<file path="src/rtl/fifo_flex_if.sv">
// Handshake bundle for fifo_flex: producer/consumer controls plus status.
// master drives requests and data in; slave is the FIFO itself.
interface fifo_flex_if #(
  parameter int DATA_WIDTH = 8,
  parameter int ADDR_WIDTH = 4
);
  logic                  flush;
  logic                  wr_en;
  logic [DATA_WIDTH-1:0] din;
  logic                  rd_en;
  logic [DATA_WIDTH-1:0] dout;
  logic                  dout_valid;
  logic                  full;
  logic                  empty;
  logic                  almost_full;
  logic                  almost_empty;
  logic [ADDR_WIDTH:0]   level;
  logic                  overflow;
  logic                  underflow;

  modport master (
    output flush,
    output wr_en,
    output din,
    output rd_en,
    input  dout,
    input  dout_valid,
    input  full,
    input  empty,
    input  almost_full,
    input  almost_empty,
    input  level,
    input  overflow,
    input  underflow
  );

  modport slave (
    input  flush,
    input  wr_en,
    input  din,
    input  rd_en,
    output dout,
    output dout_valid,
    output full,
    output empty,
    output almost_full,
    output almost_empty,
    output level,
    output overflow,
    output underflow
  );
endinterface

</file>
<file path="src/rtl/fifo_flex.sv">
// Synchronous FIFO with show-ahead or registered read, level output,
// programmable almost thresholds, flush and sticky error flags.
module fifo_flex #(
  parameter int DATA_WIDTH    = 8,
  parameter int ADDR_WIDTH    = 4,
  parameter bit FWFT          = 1'b1,
  parameter int AFULL_THRESH  = (1 << ADDR_WIDTH) - 2,
  parameter int AEMPTY_THRESH = 2
) (
  input logic        clk,
  input logic        rst,
  fifo_flex_if.slave bus
);

  localparam int DEPTH = 1 << ADDR_WIDTH;
  localparam int LW    = ADDR_WIDTH + 1;

  localparam logic [ADDR_WIDTH:0] LVL_MAX =
    LW'(DEPTH);
  localparam logic [ADDR_WIDTH:0] AF_LVL =
    LW'(AFULL_THRESH);
  localparam logic [ADDR_WIDTH:0] AE_LVL =
    LW'(AEMPTY_THRESH);

  if (AEMPTY_THRESH < 0 ||
      AEMPTY_THRESH >= AFULL_THRESH ||
      AFULL_THRESH > DEPTH) begin : g_bad_thresh
    $error("fifo_flex: illegal threshold setting");
  end

  logic [DATA_WIDTH-1:0] mem [DEPTH];

  logic [ADDR_WIDTH-1:0] wr_ptr;
  logic [ADDR_WIDTH-1:0] rd_ptr;
  logic [ADDR_WIDTH:0]   level_q;
  logic                  ovf_q;
  logic                  udf_q;

  logic full;
  logic empty;
  logic wr_acc;
  logic rd_acc;
  logic wr_err;
  logic rd_err;

  // All status is derived from the registered level only,
  // so it can never move between clock edges.
  assign full   = (level_q == LVL_MAX);
  assign empty  = (level_q == '0);

  assign wr_acc = bus.wr_en & ~full  & ~bus.flush;
  assign rd_acc = bus.rd_en & ~empty & ~bus.flush;
  assign wr_err = bus.wr_en &  full  & ~bus.flush;
  assign rd_err = bus.rd_en &  empty & ~bus.flush;

  always_ff @(posedge clk) begin
    if (wr_acc) begin
      mem[wr_ptr] <= bus.din;
    end
  end

  always_ff @(posedge clk or posedge rst) begin
    if (rst) begin
      wr_ptr  <= '0;
      rd_ptr  <= '0;
      level_q <= '0;
      ovf_q   <= 1'b0;
      udf_q   <= 1'b0;
    end else if (bus.flush) begin
      wr_ptr  <= '0;
      rd_ptr  <= '0;
      level_q <= '0;
      ovf_q   <= 1'b0;
      udf_q   <= 1'b0;
    end else begin
      if (wr_acc) begin
        wr_ptr <= wr_ptr + 1'b1;
      end
      if (rd_acc) begin
        rd_ptr <= rd_ptr + 1'b1;
      end
      unique case (1'b1)
        (wr_acc && !rd_acc): level_q <= level_q + 1'b1;
        (rd_acc && !wr_acc): level_q <= level_q - 1'b1;
        default:             level_q <= level_q;
      endcase
      if (wr_err) begin
        ovf_q <= 1'b1;
      end
      if (rd_err) begin
        udf_q <= 1'b1;
      end
    end
  end

  assign bus.full         = full;
  assign bus.empty        = empty;
  assign bus.level        = level_q;
  assign bus.almost_full  = (level_q >= AF_LVL);
  assign bus.almost_empty = (level_q <= AE_LVL);
  assign bus.overflow     = ovf_q;
  assign bus.underflow    = udf_q;

  if (FWFT) begin : g_fwft
    assign bus.dout       = mem[rd_ptr];
    assign bus.dout_valid = ~empty;
  end else begin : g_reg
    logic [DATA_WIDTH-1:0] dout_q;
    logic                  vld_q;

    // dout deliberately survives flush; only the valid strobe clears.
    always_ff @(posedge clk or posedge rst) begin
      if (rst) begin
        dout_q <= '0;
        vld_q  <= 1'b0;
      end else begin
        vld_q <= rd_acc;
        if (rd_acc) begin
          dout_q <= mem[rd_ptr];
        end
      end
    end

    assign bus.dout       = dout_q;
    assign bus.dout_valid = vld_q;
  end

  a_no_both: assert property (
    @(posedge clk) disable iff (rst)
    !(full && empty));

  a_lvl_max: assert property (
    @(posedge clk) disable iff (rst)
    level_q <= LVL_MAX);

  a_ptr_gap: assert property (
    @(posedge clk) disable iff (rst)
    ADDR_WIDTH'(level_q) == ADDR_WIDTH'(wr_ptr - rd_ptr));

endmodule

</file>
<file path="src/flat_wrapper.sv">
// flat-port wrapper written by rule: the top's interface ports become plain ports
module fifo_flex_flat 
#(
  parameter int DATA_WIDTH    = 8,
  parameter int ADDR_WIDTH    = 4,
  parameter bit FWFT          = 1'b1,
  parameter int AFULL_THRESH  = (1 << ADDR_WIDTH) - 2,
  parameter int AEMPTY_THRESH = 2
)
  (clk, rst, bus_flush, bus_wr_en, bus_din, bus_rd_en, bus_dout, bus_dout_valid, bus_full, bus_empty, bus_almost_full, bus_almost_empty, bus_level, bus_overflow, bus_underflow);
  fifo_flex_if #(.DATA_WIDTH(DATA_WIDTH), .ADDR_WIDTH(ADDR_WIDTH)) bus_i ();
  input logic clk;
  input logic rst;
  input wire logic [$bits(bus_i.flush)-1:0] bus_flush;
  input wire logic [$bits(bus_i.wr_en)-1:0] bus_wr_en;
  input wire logic [$bits(bus_i.din)-1:0] bus_din;
  input wire logic [$bits(bus_i.rd_en)-1:0] bus_rd_en;
  output wire logic [$bits(bus_i.dout)-1:0] bus_dout;
  output wire logic [$bits(bus_i.dout_valid)-1:0] bus_dout_valid;
  output wire logic [$bits(bus_i.full)-1:0] bus_full;
  output wire logic [$bits(bus_i.empty)-1:0] bus_empty;
  output wire logic [$bits(bus_i.almost_full)-1:0] bus_almost_full;
  output wire logic [$bits(bus_i.almost_empty)-1:0] bus_almost_empty;
  output wire logic [$bits(bus_i.level)-1:0] bus_level;
  output wire logic [$bits(bus_i.overflow)-1:0] bus_overflow;
  output wire logic [$bits(bus_i.underflow)-1:0] bus_underflow;
  assign bus_i.flush = bus_flush;
  assign bus_i.wr_en = bus_wr_en;
  assign bus_i.din = bus_din;
  assign bus_i.rd_en = bus_rd_en;
  assign bus_dout = bus_i.dout;
  assign bus_dout_valid = bus_i.dout_valid;
  assign bus_full = bus_i.full;
  assign bus_empty = bus_i.empty;
  assign bus_almost_full = bus_i.almost_full;
  assign bus_almost_empty = bus_i.almost_empty;
  assign bus_level = bus_i.level;
  assign bus_overflow = bus_i.overflow;
  assign bus_underflow = bus_i.underflow;
  fifo_flex #(.DATA_WIDTH(DATA_WIDTH), .ADDR_WIDTH(ADDR_WIDTH), .FWFT(FWFT), .AFULL_THRESH(AFULL_THRESH), .AEMPTY_THRESH(AEMPTY_THRESH)) u_core (.clk(clk), .rst(rst), .bus(bus_i));
endmodule
</file>
<file path="config.mk">
export PLATFORM = sky130hd
export DESIGN_NAME = fifo_flex_flat
export DESIGN_NICKNAME = d
export VERILOG_FILES = /design/src/rtl/fifo_flex_if.sv /design/src/rtl/fifo_flex.sv /design/src/flat_wrapper.sv
export SDC_FILE = /design/constraint.sdc
export NUM_CORES = 1
export LEC_CHECK = 0
export CAP_MARGIN = 20
export CORE_MARGIN = 1
export CORE_UTILIZATION = 59
export DETAILED_ROUTE_END_ITERATION = 8
export PLACE_DENSITY_LB_ADDON = 0.2
export SLEW_MARGIN = 40
export SYNTH_ARGS = -nofsm -noshare
export SYNTH_HDL_FRONTEND = slang
export SYNTH_SLANG_ARGS = --single-unit
</file>
<file path="constraint.sdc">
create_clock -name clk -period 3.7 [get_ports clk]
set_clock_uncertainty 0.2 [all_clocks]
set_input_delay 0.555 -clock clk [delete_from_list [all_inputs] [get_ports clk]]
set_output_delay 0.555 -clock clk [all_outputs]
set_load 0.02 [all_outputs]
</file>
== Word-level counts from Yosys, hierarchy flattened ==
Memories as Yosys holds them, arrays and structs flattened.
Cells that the tools add are included.
Storage, ports and cells
  bits of input ports: 13
  bits in latches: 0
  output and inout bits: 20
  bits in read-only memories: 0
  register bits: 15
  memories: 1
  word-level logic and storage cells: 46
  bits in writable memories: 128
Cells by class
  muxes and demuxes: 12
  equal/unequal tests: 1
  add/sub/neg operators: 4
  bitwise logic cells: 11
  shift-type cells: 0
  reduce and logical (&&, ||, !) cells: 10
  magnitude comparators: 2
  div/mod/pow operators: 0
  $mul: 0
Memory list
  u_core.mem: words 16, bits a word 8, rd ports 1, clocked after memory_dff 0, write ports 1, RTL line fifo_flex.sv:31  | logic [DATA_WIDTH-1:0] mem [DEPTH];
Operator list (number)
  $mux W4: 4
  $pmux W5 S2: 1
  $add A4 B1 Y4 const B: 2
  $and A1 B1 Y1: 8
  $reduce_bool A2 Y1: 4
  $mux W1: 6
  $add A5 B1 Y5 const B: 1
  $eq A5 B5 Y1 const B: 1
  $ge A5 B4 Y1 const B: 1
  $le A5 B2 Y1 const B: 1
  $logic_not A5 Y1: 1
  $mux W5: 1
  $sub A5 B1 Y5 const B: 1
  $not A1 Y1: 3
  $reduce_bool A3 Y1: 1
  $logic_and A1 B1 Y1: 2
  $logic_not A1 Y1: 2

== Depth between registers and ports, before layout ==
  word-level depth: 8
  gate-level depth with buffers: 10

== Worst setup path after synthesis ==
Ideal clock, no wire load.
  kind: input to register
  start: in bus_flush
  end: reg u_core.level_q[4], in the netlist u_core.bus.level[4]
  arrival: 2653 ps
  stages on the path: 10
  path buffers: 1
  setup slack: 769 ps
  path through: clkbuf_1 or3b_1 mux2i_1 xor2_1 ha_1 a31oi_1 nand2_1 mux2_4 or3_1 a21oi_1
On the way
  cells in the longest elaborated chain, start to end: 6
  elaborated cells on any way between the ends: 10
  those cells by class: 2 x mux; 3 x bitwise; 5 x reduce/logical
RTL lines
  start: declaration: RTL line flat_wrapper.sv:14  | input wire logic [$bits(bus_i.flush)-1:0] bus_flush;
  $not A1 Y1: RTL line fifo_flex.sv:51, fifo_flex.sv:52
  $and A1 B1 Y1 (on tied branches): RTL line fifo_flex.sv:51, fifo_flex.sv:52
  $logic_not A1 Y1 (on tied branches): RTL line fifo_flex.sv:84, fifo_flex.sv:83
  $logic_and A1 B1 Y1 (on tied branches): RTL line fifo_flex.sv:84, fifo_flex.sv:83
  $pmux W5 S2: RTL line fifo_flex.sv:82  | unique case (1'b1)
  $mux W5: RTL line fifo_flex.sv:69  | end else if (bus.flush) begin
  end signal: assignment: RTL line fifo_flex.sv:83  | (wr_acc && !rd_acc): level_q <= level_q + 1'b1;
  end signal: assignment: RTL line fifo_flex.sv:84  | (rd_acc && !wr_acc): level_q <= level_q - 1'b1;
  end signal: assignment: RTL line fifo_flex.sv:85  | default: level_q <= level_q;
  end: declaration: RTL line fifo_flex.sv:35  | logic [ADDR_WIDTH:0] level_q;
Parallel ways exist; a longest one is shown, timed or not.
A chain may end at the register's enable or synchronous reset.

== Final worst setup path ==
  start: reg u_core.rd_ptr[0]
  end: out bus_dout[1]
On the way
  cells in the longest elaborated chain, start to end: 1
RTL lines
  start: declaration: RTL line fifo_flex.sv:34  | logic [ADDR_WIDTH-1:0] rd_ptr;
  start signal: assignment: RTL line fifo_flex.sv:80  | rd_ptr <= rd_ptr + 1'b1;
  $mem_v2 Z16 W8
  end: declaration: RTL line flat_wrapper.sv:18  | output wire logic [$bits(bus_i.dout)-1:0] bus_dout;
No other way between the ends.

==> results.json <==
{
  "start_kind": "flop",
  "synth_cell_type_count": 40,
  "fp.dieW_um": 101.5,
  "cts_buffers": 17,
  "wl_met2_um": 5551,
  "drc_errors": 0,
  "synthCells": 302,
  "clkTransAtPathRegs_ns": 0.06,
  "nets": 384,
  "num_io_pins": 33,
  "slew_headroom_pct": 60.57,
  "endpoint_kind": "output port",
  "dp_slack_ns": 0.3042,
  "die-area_um2": 10300,
  "met3_wirelength_um": 985,
  "synth_compound_area_share_pct": 2.207,
  "required_ns": 2.94,
  "r2r-start": "u_core.bus.level[3]",
  "clkLatencyLatePin_ns": 0.51,
  "slew_viol_final": 0,
  "initialDrtViolationCount": 159,
  "cts-root-buf": "clkbuf_8",
  "core_area_um2": 9415,
  "htree_levels": 4,
  "synthAdderAreaFrac_pct": 1.500,
  "instances_no_fill": 504,
  "cap_violations": 0,
  "setup.worst_path.start": "u_core.rd_ptr[0]",
  "async_flop_share_pct": 10.49,
  "synth_area_leaders": "edfxtp_1, mux4_2, dfrtp_1",
  "layout_setup_ws_ns": 0.1064,
  "postSynthAreaPerCell_um2": 19.34,
  "synth_mux_area_share_pct": 16.20,
  "place_inst": 474,
  "wirelength_met1_um": 4706,
  "ant_nets": 0,
  "drive_gt1_share_pct": 28.00,
  "synth_top_area_cell": "edfxtp_1",
  "cts_tree": "done",
  "gp_congestion": 0.8025,
  "track_usage_pct": 25.49,
  "synthSimpleGateAreaFrac_pct": 5.120,
  "reg2reg_depth": 9,
  "vias": 3013,
  "rrSetupSlack_ns": 0.76,
  "fin_crit_sh_pct": 97.12,
  "syn_to_final_growth_pct": 20.63,
  "hold_path_class": "primary input to asynchronous set/reset pin",
  "wl_um": 11410,
  "firstDrtPassIters": 5,
  "synth_nets": 322,
  "hpwl_um": 7202,
  "cts_sinks": 143,
  "worst_slew_pin_slew_ns": 0.5915,
  "leakage_nw": 2.382,
  "wl_per_cell_um": 22.64,
  "fmax_mhz": 278.3,
  "grt_max_degree": 20,
  "highest_layer": "met4",
  "grt_pass1_vias": 3058,
  "synthFlopType": "edfxtp_1",
  "synth_warnings": 0,
  "critPathMaxFanout": 16,
  "antenna_found_initial": 0,
  "grt.overflow.total": 0,
  "critPathArrivalTime_ns": 2.84,
  "initial_core_util_pct": 62.03,
  "finalCriticalPeriod_ns": 3.594,
  "crit_type": "flop to output port",
  "power.density_nw_per_um2": 630.9,
  "antennaDiodeCount": 0,
  "cts_buffer_depth": 2,
  "synth_top_area_share_pct": 65.81,
  "io_buffers": 32,
  "peakVddDrop_v": 0.0004280,
  "postCtsSetupRepairBufs": 0,
  "seq_area_frac_synth_pct": 72.24,
  "setup_viol": 0,
  "outcome": "finished clean",
  "syn_area_um2": 5841,
  "ys_ff_latch": 143,
  "fin_tns_setup_ns": 0,
  "rows": 35,
  "r2r_end": "u_core.bus.level[4]",
  "finalHoldViolations": 0,
  "vias_per_cell": 5.978,
  "synth_top_family_by_area": "multiplexers",
  "grt_first_pass_wirelength_um": 17710,
  "synth_xor_xnor_area_share_pct": 1.050,
  "synth_enable_flop_cells": 128,
  "cp-endpoint": "bus_dout[1]",
  "fin_worst_hold_slack_ns": 0.2288,
  "fp.dieH_um": 101.5
}
how the worst min path moves through the flow:
stage,start,endpoint,slack (ns),cells after the start
floorplan,rst,u_core.bus.level[0],0.26,1
global placement,u_core.bus.underflow,u_core.bus.underflow,0.30,2
detailed placement,u_core.bus.underflow,u_core.bus.underflow,0.29,2
CTS,rst,u_core.bus.level[3],0.23,2
global route,rst,u_core.bus.level[3],0.29,2
finish,rst,u_core.bus.level[3],0.23,2
layout make-up:
class                   instances  area [µm²]
clock buffers                  17       414.1
multi-input cells             137        1523
clock inverters                13       172.7
fillers                       544        2370
inverters                       5       18.77
flip-flops and latches        143        4222
repair buffers                 60       534.3
well taps                     129       161.4
sequential cells by signal, summed over array words and instances, names as in the netlist:
register	flops
u_core.bus.level	5
u_core.rd_ptr	4
u_core.wr_ptr	4
u_core.bus.overflow	1
u_core.bus.underflow	1
u_core.mem	128
routing by layer:
layer	up-vias	track usage, %
met4	0	10.14
met3	12	9.800
met5	-	0
met1	1540	34.61
li1	1336	-
met2	125	37.78
worst max-delay path: stages (launching register included):
cell and delay [ns]:
dfrtp_2 0.38, buf_4 0.32, mux4_2 0.60, mux4_2 0.48
clkdlybuf4s50_1 0.54
Yosys cell counts (5+ instances only):
cell	n
ha_1	7
nand2_1	10
clkbuf_1	10
edfxtp_1	128
a21oi_1	8
xor2_1	5
nor2_1	27
inv_1	5
mux4_2	40
dfrtp_1	15
metrics by stage:
stage / util [%] / total power [W] / area [µm²]
2_1_floorplan: - / 0.002506 / 5841
3_3_place_gp: 68.54 / 0.002801 / 6454
6_report: 74.83 / 0.004445 / 7046
4_1_cts: 74.78 / 0.004473 / 7041
3_5_place_dp: 68.54 / 0.002808 / 6454
5_1_grt: 74.83 / 0.004615 / 7046
power breakdown:
part / leakage, nW / internal [W] / total [W] / switching, W
logic: 0.750 / 0.000458 / 0.000901 / 0.000443
registers: 1.35 / 0.00181 / 0.00188 / 0.0000706
clock network: 0.278 / 0.00108 / 0.00167 / 0.000591
total: 2.38 / 0.00334 / 0.00445 / 0.00110
repair_timing:
| item | in CTS | in global routing |
|---|---|---|
| gates resized for setup | 0 | 1 |
| endpoints found under the setup margin | 0 | 2 |
| hold endpoints to repair | 0 | 0 |
| hold buffers | 0 | 0 |
cell usage in the layout (no fill, tap or decap), types with 2 or more instances in the layout:
master	instances
clkinvlp_4	3
nand2_1	10
dfrtp_2	2
clkdlybuf4s50_1	32
nand3_1	4
or3_1	4
buf_4	27
edfxtp_1	128
xor2_1	5
inv_1	5
xnor2_1	2
bufinv_16	4
clkinv_2	2
mux2i_1	3
a21oi_1	8
clkbuf_16	16
o21ai_0	2
dfrtp_1	13
nor3_1	4
clkinv_1	3
mux4_2	40
nor2_1	27
ha_1	7
nand2b_1	2
logic make-up (layout without fill, tap and decap cells):
family,count (synthesis),in the layout
mux,44,44
flops,143,143
fa+ha+maj,7,7
simple gates,60,60
buf+inv,22,95
xor+xnor,7,7
compound gates,19,19
(Power assumes the default switching activity.)
